===== src/rtl/serial_subtractor_pkg.sv =====
// Shared types and helpers for the digit-serial subtractor.
// State encoding is fixed so the state register is easy to probe.
package serial_subtractor_pkg;

    typedef enum logic [1:0] {
        IDLE = 2'b00,
        RUN  = 2'b01,
        DONE = 2'b10
    } state_e;

    // Step counter width; a single-step configuration still needs one bit.
    function automatic int cnt_width(input int nstep);
        return (nstep > 1) ? $clog2(nstep) : 1;
    endfunction

endpackage


===== src/rtl/serial_subtractor_fs_bit.sv =====
// One-bit full subtractor: D = A - B - Ci, borrow-out on Co.
// Pure combinational cell, chained once per bit of the digit.
module fs_bit (
    input  logic a_i,
    input  logic b_i,
    input  logic ci_i,
    output logic d_o,
    output logic co_o
);

    assign d_o  = a_i ^ b_i ^ ci_i;
    assign co_o = (~a_i & b_i) | (~(a_i ^ b_i) & ci_i);

endmodule


===== src/rtl/serial_subtractor.sv =====
// Digit-serial A - B - BIN, BPC bits per clock, LSB first,
// with a registered borrow between steps and valid/ready on both sides.
module serial_subtractor
    import serial_subtractor_pkg::*;
#(
    parameter int WIDTH = 8,
    parameter int BPC   = 1
) (
    input  logic             clk,
    input  logic             rst,
    input  logic             in_valid,
    output logic             in_ready,
    input  logic [WIDTH-1:0] a,
    input  logic [WIDTH-1:0] b,
    input  logic             bin,
    output logic             out_valid,
    input  logic             out_ready,
    output logic [WIDTH-1:0] diff,
    output logic             bout,
    output logic             ovf
);

    localparam int NSTEP = WIDTH / BPC;
    localparam int CW    = cnt_width(NSTEP);

    state_e state_q, state_d;

    logic [WIDTH-1:0] a_q, a_d;
    logic [WIDTH-1:0] b_q, b_d;
    logic [WIDTH-1:0] res_q, res_d;
    logic [WIDTH-1:0] diff_q, diff_d;
    logic [CW-1:0]    cnt_q, cnt_d;
    logic             brw_q, brw_d;
    logic             amsb_q, amsb_d;
    logic             bmsb_q, bmsb_d;
    logic             bout_q, bout_d;
    logic             ovf_q, ovf_d;

    logic [BPC-1:0]   d_bits;
    logic [BPC:0]     chain;
    logic [WIDTH-1:0] res_shift;
    logic             last;

    assign chain[0] = brw_q;

    for (genvar i = 0; i < BPC; i++) begin : g_cell
        fs_bit u_fs (
            .a_i  (a_q[i]),
            .b_i  (b_q[i]),
            .ci_i (chain[i]),
            .d_o  (d_bits[i]),
            .co_o (chain[i+1])
        );
    end

    // New digit enters from the MSB side so the LSB digit ends at bit 0.
    if (BPC == WIDTH) begin : g_full
        assign res_shift = d_bits;
    end else begin : g_part
        assign res_shift = {d_bits, res_q[WIDTH-1:BPC]};
    end

    assign last = (cnt_q == CW'(NSTEP - 1));

    always_ff @(posedge clk or posedge rst) begin
        if (rst) begin
            state_q <= IDLE;
        end else begin
            state_q <= state_d;
        end
    end

    always_comb begin
        state_d = state_q;
        case (state_q)
            IDLE:    if (in_valid)  state_d = RUN;
            RUN:     if (last)      state_d = DONE;
            DONE:    if (out_ready) state_d = IDLE;
            default:                state_d = IDLE;
        endcase
    end

    always_comb begin
        in_ready  = (state_q == IDLE);
        out_valid = (state_q == DONE);
    end

    always_comb begin
        a_d    = a_q;
        b_d    = b_q;
        res_d  = res_q;
        diff_d = diff_q;
        cnt_d  = cnt_q;
        brw_d  = brw_q;
        amsb_d = amsb_q;
        bmsb_d = bmsb_q;
        bout_d = bout_q;
        ovf_d  = ovf_q;
        case (state_q)
            IDLE: begin
                if (in_valid) begin
                    a_d    = a;
                    b_d    = b;
                    brw_d  = bin;
                    cnt_d  = '0;
                    amsb_d = a[WIDTH-1];
                    bmsb_d = b[WIDTH-1];
                end
            end
            RUN: begin
                a_d   = a_q >> BPC;
                b_d   = b_q >> BPC;
                res_d = res_shift;
                brw_d = chain[BPC];
                cnt_d = cnt_q + CW'(1);
                // Outputs update only on entry to DONE, so they hold otherwise.
                if (last) begin
                    diff_d = res_shift;
                    bout_d = chain[BPC];
                    ovf_d  = (amsb_q != bmsb_q)
                          && (res_shift[WIDTH-1] != amsb_q);
                end
            end
            default: ;
        endcase
    end

    always_ff @(posedge clk or posedge rst) begin
        if (rst) begin
            a_q    <= '0;
            b_q    <= '0;
            res_q  <= '0;
            diff_q <= '0;
            cnt_q  <= '0;
            brw_q  <= 1'b0;
            amsb_q <= 1'b0;
            bmsb_q <= 1'b0;
            bout_q <= 1'b0;
            ovf_q  <= 1'b0;
        end else begin
            a_q    <= a_d;
            b_q    <= b_d;
            res_q  <= res_d;
            diff_q <= diff_d;
            cnt_q  <= cnt_d;
            brw_q  <= brw_d;
            amsb_q <= amsb_d;
            bmsb_q <= bmsb_d;
            bout_q <= bout_d;
            ovf_q  <= ovf_d;
        end
    end

    assign diff = diff_q;
    assign bout = bout_q;
    assign ovf  = ovf_q;

endmodule


===== config.mk =====
export PLATFORM = sky130hd
export DESIGN_NAME = serial_subtractor
export DESIGN_NICKNAME = d
export VERILOG_FILES = /design/src/rtl/serial_subtractor_pkg.sv /design/src/rtl/serial_subtractor_fs_bit.sv /design/src/rtl/serial_subtractor.sv
export SDC_FILE = /design/constraint.sdc
export NUM_CORES = 1
export LEC_CHECK = 0
export BUFFER_PORTS_ARGS = -buffer_cell sky130_fd_sc_hd__buf_2
export CAP_MARGIN = 40
export CORE_AREA = 2 2 67 69
export CTS_BUF_LIST = sky130_fd_sc_hd__clkbuf_8 sky130_fd_sc_hd__clkbuf_16
export CTS_CLUSTER_SIZE = 40
export DETAILED_ROUTE_END_ITERATION = 8
export DIE_AREA = 0 0 69 71
export HOLD_SLACK_MARGIN = 0.02
export PLACE_DENSITY = 0.66
export SYNTH_ARGS = -nofsm -noshare
export SYNTH_HDL_FRONTEND = slang
export SYNTH_SLANG_ARGS = --single-unit

===== constraint.sdc =====
create_clock -name clk -period 1.8 [get_ports clk]
set_input_delay 0.18 -clock clk [delete_from_list [all_inputs] [get_ports clk]]
set_output_delay 0.18 -clock clk [all_outputs]
set_load 0.05 [all_outputs]

==> Yosys cells after proc, flatten, opt, wreduce, memory -nomap -nowiden <==
Index checks and enable logic that the tools add are counted.
{ "totals": {"reg_bits": 42, "inputBits": 21, "out_inout_bits": 12, "word_cells": 46} }
{ "op_classes": {"n_addsub": 1, "n_eq_ne": 8, "muxes": 12, "n_bitwise": 7, "reduce_logical": 7} }
{ "op_table": {"columns": ["op", "count"], "rows": [
  ["case mux 8 bit (2 select lines)", 2],
  ["two-way mux 8 bit", 2],
  ["two-way mux 2 bit", 3],
  ["case mux 2 bit (3 select lines)", 1],
  ["case mux 3 bit (2 select lines)", 1],
  ["AND reduction 2 bit", 3],
  ["inequality test 2 bit, second input constant", 2],
  ["adder 3 x 1 -> 3 bit, second input constant", 1],
  ["equality test 3 bit, second input constant", 1],
  ["two-way mux 3 bit", 1],
  ["AND reduction 3 bit", 1],
  ["bitwise AND 1 bit", 2],
  ["equality test 2 x 1 -> 1 bit, second input constant", 1],
  ["equality test 2 bit, second input constant", 1],
  ["logical NOT 2 bit", 1],
  ["inequality test 1 bit", 2],
  ["inequality test 2 x 1 -> 1 bit, second input constant", 1],
  ["inverter 1 bit", 2],
  ["case mux 1 bit (2 select lines)", 1],
  ["nonzero test 2 bit", 1],
  ["XOR 1 bit", 2],
  ["logical AND 1 bit", 1],
  ["two-way mux 1 bit", 1],
  ["bitwise OR 1 bit", 1]
]} }

==> Logic depth before layout (Yosys ltp) <==
{ "logic_depth": {"ltp_word": 5, "ltp_mapped": 6, "mapped_depth_nobuf": 5} }

==> Modules after synthesis <==
A second synthesis with hierarchy kept.
{ "hier_totals": {"hier_cells": 143, "hier_area_um2": 1726.7} }
{ "by_module_without_submodules": {"columns": ["module", "n_inst", "cells_each", "area_each_um2", "seq_area_each_um2"], "rows": [
  ["serial_subtractor", 1, 139, 1695.4, 1026.0],
  ["fs_bit", 1, 4, 31.3, 0.0]
]} }

==> Least setup slack after synthesis <==
No wires, ideal clock.
{ "synth_path": {"kind": "register to output", "from": "register state_q[1]", "to": "output in_ready", "arrival_time_ns": 1.378, "required_ns": 1.620, "setup_slack_ns": 0.242, "stages_incl_launch_ff": 4, "n_path_buf": 2, "path_cell_list": "dfrtp_1 buf_2 buf_2 nor2_1"} }
{ "synth_via": {"elab_chain_len": 1} }
{ "synth_lines": {"columns": ["element", "line_no", "text"], "rows": [
  ["from (decl)", "serial_subtractor.sv:26", "state_e state_q, state_d;"],
  ["from (signal assigned)", "serial_subtractor.sv:69", "state_q <= state_d;"],
  ["logical NOT 2 bit", "serial_subtractor.sv:84", "in_ready = (state_q == IDLE);"],
  ["to (decl)", "serial_subtractor.sv:12", "output logic in_ready,"]
]} }
Every way passes these cells.

==> Worst setup path after layout <==
{ "layout_path": {"from": "register state_q[0]", "to": "output out_valid"} }
{ "layout_via": {"elab_chain_len": 1} }
{ "layout_lines": {"columns": ["element", "line_no", "text"], "rows": [
  ["equality test 2 bit", "serial_subtractor.sv:85", "out_valid = (state_q == DONE);"],
  ["to (decl)", "serial_subtractor.sv:16", "output logic out_valid,"]
]} }
Every way passes these cells.

==> out/metrics.cfg <==
[sta]
rsz0062_at_grt = false
slew_viol_final = 0
fin_skew_ns = 0.005693
period_needed_ns = 1.640
clock.fmax_mhz = 609.7
post-route-period-util = 0.9111
hold_viol = 0
worst_pin_slew_ns = 0.5162
relSlewSlack = 0.6559
setup_violations = 0
setup_ws_ns = 0.1600
fin_tns_setup_ns = 0

[critical_path]
crit_required_ns = 1.62
critPathBufInv = 3
crit_family = buffers and inverters
rr_startpoint = cnt_q[0]$_DFFE_PP0P_
crit_path_end_kind = output pin
reg2reg_to = diff[7]$_DFFE_PP0P_
arrival_ns = 1.46
regToRegSetupSlack_ns = 0.26
path_depth = 4
worst_setup_path_start_kind = flip-flop
slowest_stage = dfrtp_2
ff2ff_path_depth = 4
crit_fanout = 17
crit_path_cell_trace = buf_4 -> nand2b_1 -> inv_1 -> buf_2
path_class = flip-flop to output pin
worstSetupStartpoint = state_q[0]$_DFFE_PP0P_
cpPeakStageDelay_ns = 0.48
endpoint = out_valid

[die]
die_h_um = 71
die_w_um = 69
coreArea_um2 = 4204
dieArea_um2 = 4899
ios = 33
rows = 24
initial_utilization = 0.4443

[global_route]
grt_pass1_vias = 1361
grtUsageTotal = 0.1724
overflow = 0
grt_pass1_wl_mm = 6.720
antenna_found_initial = 0
grt_max_degree = 42

[yosys]
yosys_register_bits = 41
synth_warnings = 0
syn-cell-area_um2 = 1868
synth.avg_cell_area_um2 = 10.55
synthTopCellsByArea = dfrtp_1, mux2_2, nand2_1
synthCells = 177
yosysSeqAreaShare = 0.5492
yosysTopAreaCellShare = 0.5492
yosysTopAreaCell = dfrtp_1
ys_types = 22
syn_nets = 201

[worst_hold_path]
holdCritPathClass = primary input to async pin

[drt]
first_iter_violations = 104
drt-pass1-iter-count = 4
post_drt_wl_per_cell_um = 13.86
via_count = 1388
drt-total-wl_mm = 3.688
route.detailed.drc = 0
vias_per_cell = 5.218
ant_nets = 0

[power_and_ir_drop]
total_power_mw = 3.724
leakage_nw = 1.087
worst_ir_drop_vdd_mv = 0.5585
power.density_nw_per_um2 = 1713

[clock_tree]
clk-insertion-delay-late_ns = 0.29
clockRootBuffer = clkbuf_8
clkTransAtPathRegs_ns = 0.07
cts_sinks = 41
h-tree-depth = 2
clockBufferDepth = 2
cts_tree = done
numCtsBuffers = 5

[place]
port-buffer-count = 32
gp_congestion = 0.7089
pre_cts_slack_ns = 0.2625
dp_hpwl_mm = 2.477

[job]
drv_cap = 0

[cells_and_area]
final_cell_mix = dfrtp_1, buf_2, nand2_1
final_common_cell = dfrtp_1
nNetsFinal = 237
diodes = 0
area_delta_synth_final_pct = 16.34
drive_gt1_frac = 0.2757

[status]
status = completed

## metrics by stage
step | utilization | cell area (µm²) | hold slack [ns] | std cells
floorplan | - | 1868 | 0.2716 | 177
global route | 0.5170 | 2173 | 0.04777 | 266
global placement | 0.4970 | 2090 | 0.3310 | 258
finish | 0.5170 | 2173 | 0.001462 | 266
detailed placement | 0.4970 | 2090 | 0.3417 | 258
CTS | 0.5167 | 2172 | 0.02229 | 266
## final cells by class
| class | instances | area, µm² |
|---|---|---|
| repair buffers | 40 | 220.2 |
| clock buffers | 5 | 68.82 |
| flip-flops and latches | 41 | 1027 |
| well taps | 52 | 65.06 |
| clock inverters | 3 | 13.76 |
| multi-input cells | 121 | 763.2 |
| fillers | 401 | 2031 |
| inverters | 4 | 15.01 |
## metal layers
metal	track usage	routed length, µm	up-vias
li1	-	-	688
met1	0.2660	1897	666
met2	0.2361	1592	29
met3	0.03419	144	5
met4	0.07190	53	0
met5	0	0	-
## worst register-to-register path, cell delays in order, from the launching register on
cell and delay, ns:
dfrtp_1 0.39, ha_1 0.20, ha_1 0.20, nand3b_2 0.27, mux2_2 0.37
## Yosys cell counts
cell	count
inv_1	4
and2b_1	8
fa_1	1
buf_6	2
nand2_1	27
a2bb2oi_1	3
mux2_2	10
dfrtp_1	41
ha_1	2
a21oi_1	17
nand3b_2	1
clkbuf_1	3
a22oi_1	13
o21ai_1	2
o21bai_1	1
nand2b_1	2
nor2_1	2
nor2b_1	9
o21ai_0	19
and3b_1	2
buf_2	6
a22o_1	2
## what timing repair did
item / in CTS / in global routing
resized for setup: 0 / 1
hold buffers: 0 / 0
setup buffers: 0 / 0
endpoints found under the setup margin: 0 / 1
## where the power goes
part | internal [mW] | switching [mW]
Combinational | 0.609 | 0.999
Clock | 0.263 | 0.300
Sequential | 1.31 | 0.247
Total | 2.18 | 1.55
## cell families (layout without fill, tap and decap cells)
kind of cell / Yosys count / in the layout / synth area share
AND/OR/NAND/NOR: 51 / 51 / 0.1427
buffers and inverters: 15 / 52 / 0.04219
AO/OA/AOI/OAI: 57 / 57 / 0.1815
multiplexers: 10 / 10 / 0.06028
flip-flops: 41 / 41 / 0.5492
adder cells (fa/ha/maj): 3 / 3 / 0.02411
## registers in the layout, summed over array words and instances (netlist names), 2 cells and up
register,cells
diff,8
b_q,8
a_q,8
cnt_q,3
res_q,7
state_q,2
## how the worst min path moves through the flow
stage | start | slack, ns | cells after the start | to
floorplan | out_ready | 0.27 | 1 | state_q[1]$_DFFE_PP0P_
global placement | rst | 0.33 | 3 | b_q[1]$_DFFE_PP0P_
detailed placement | rst | 0.34 | 3 | b_q[1]$_DFFE_PP0P_
CTS | rst | 0.02 | 3 | diff[0]$_DFFE_PP0P_
global route | out_ready | 0.05 | 2 | state_q[1]$_DFFE_PP0P_
finish | rst | 0.001 | 3 | b_q[1]$_DFFE_PP0P_
No activity file was read; power rests on OpenSTA's default activity.
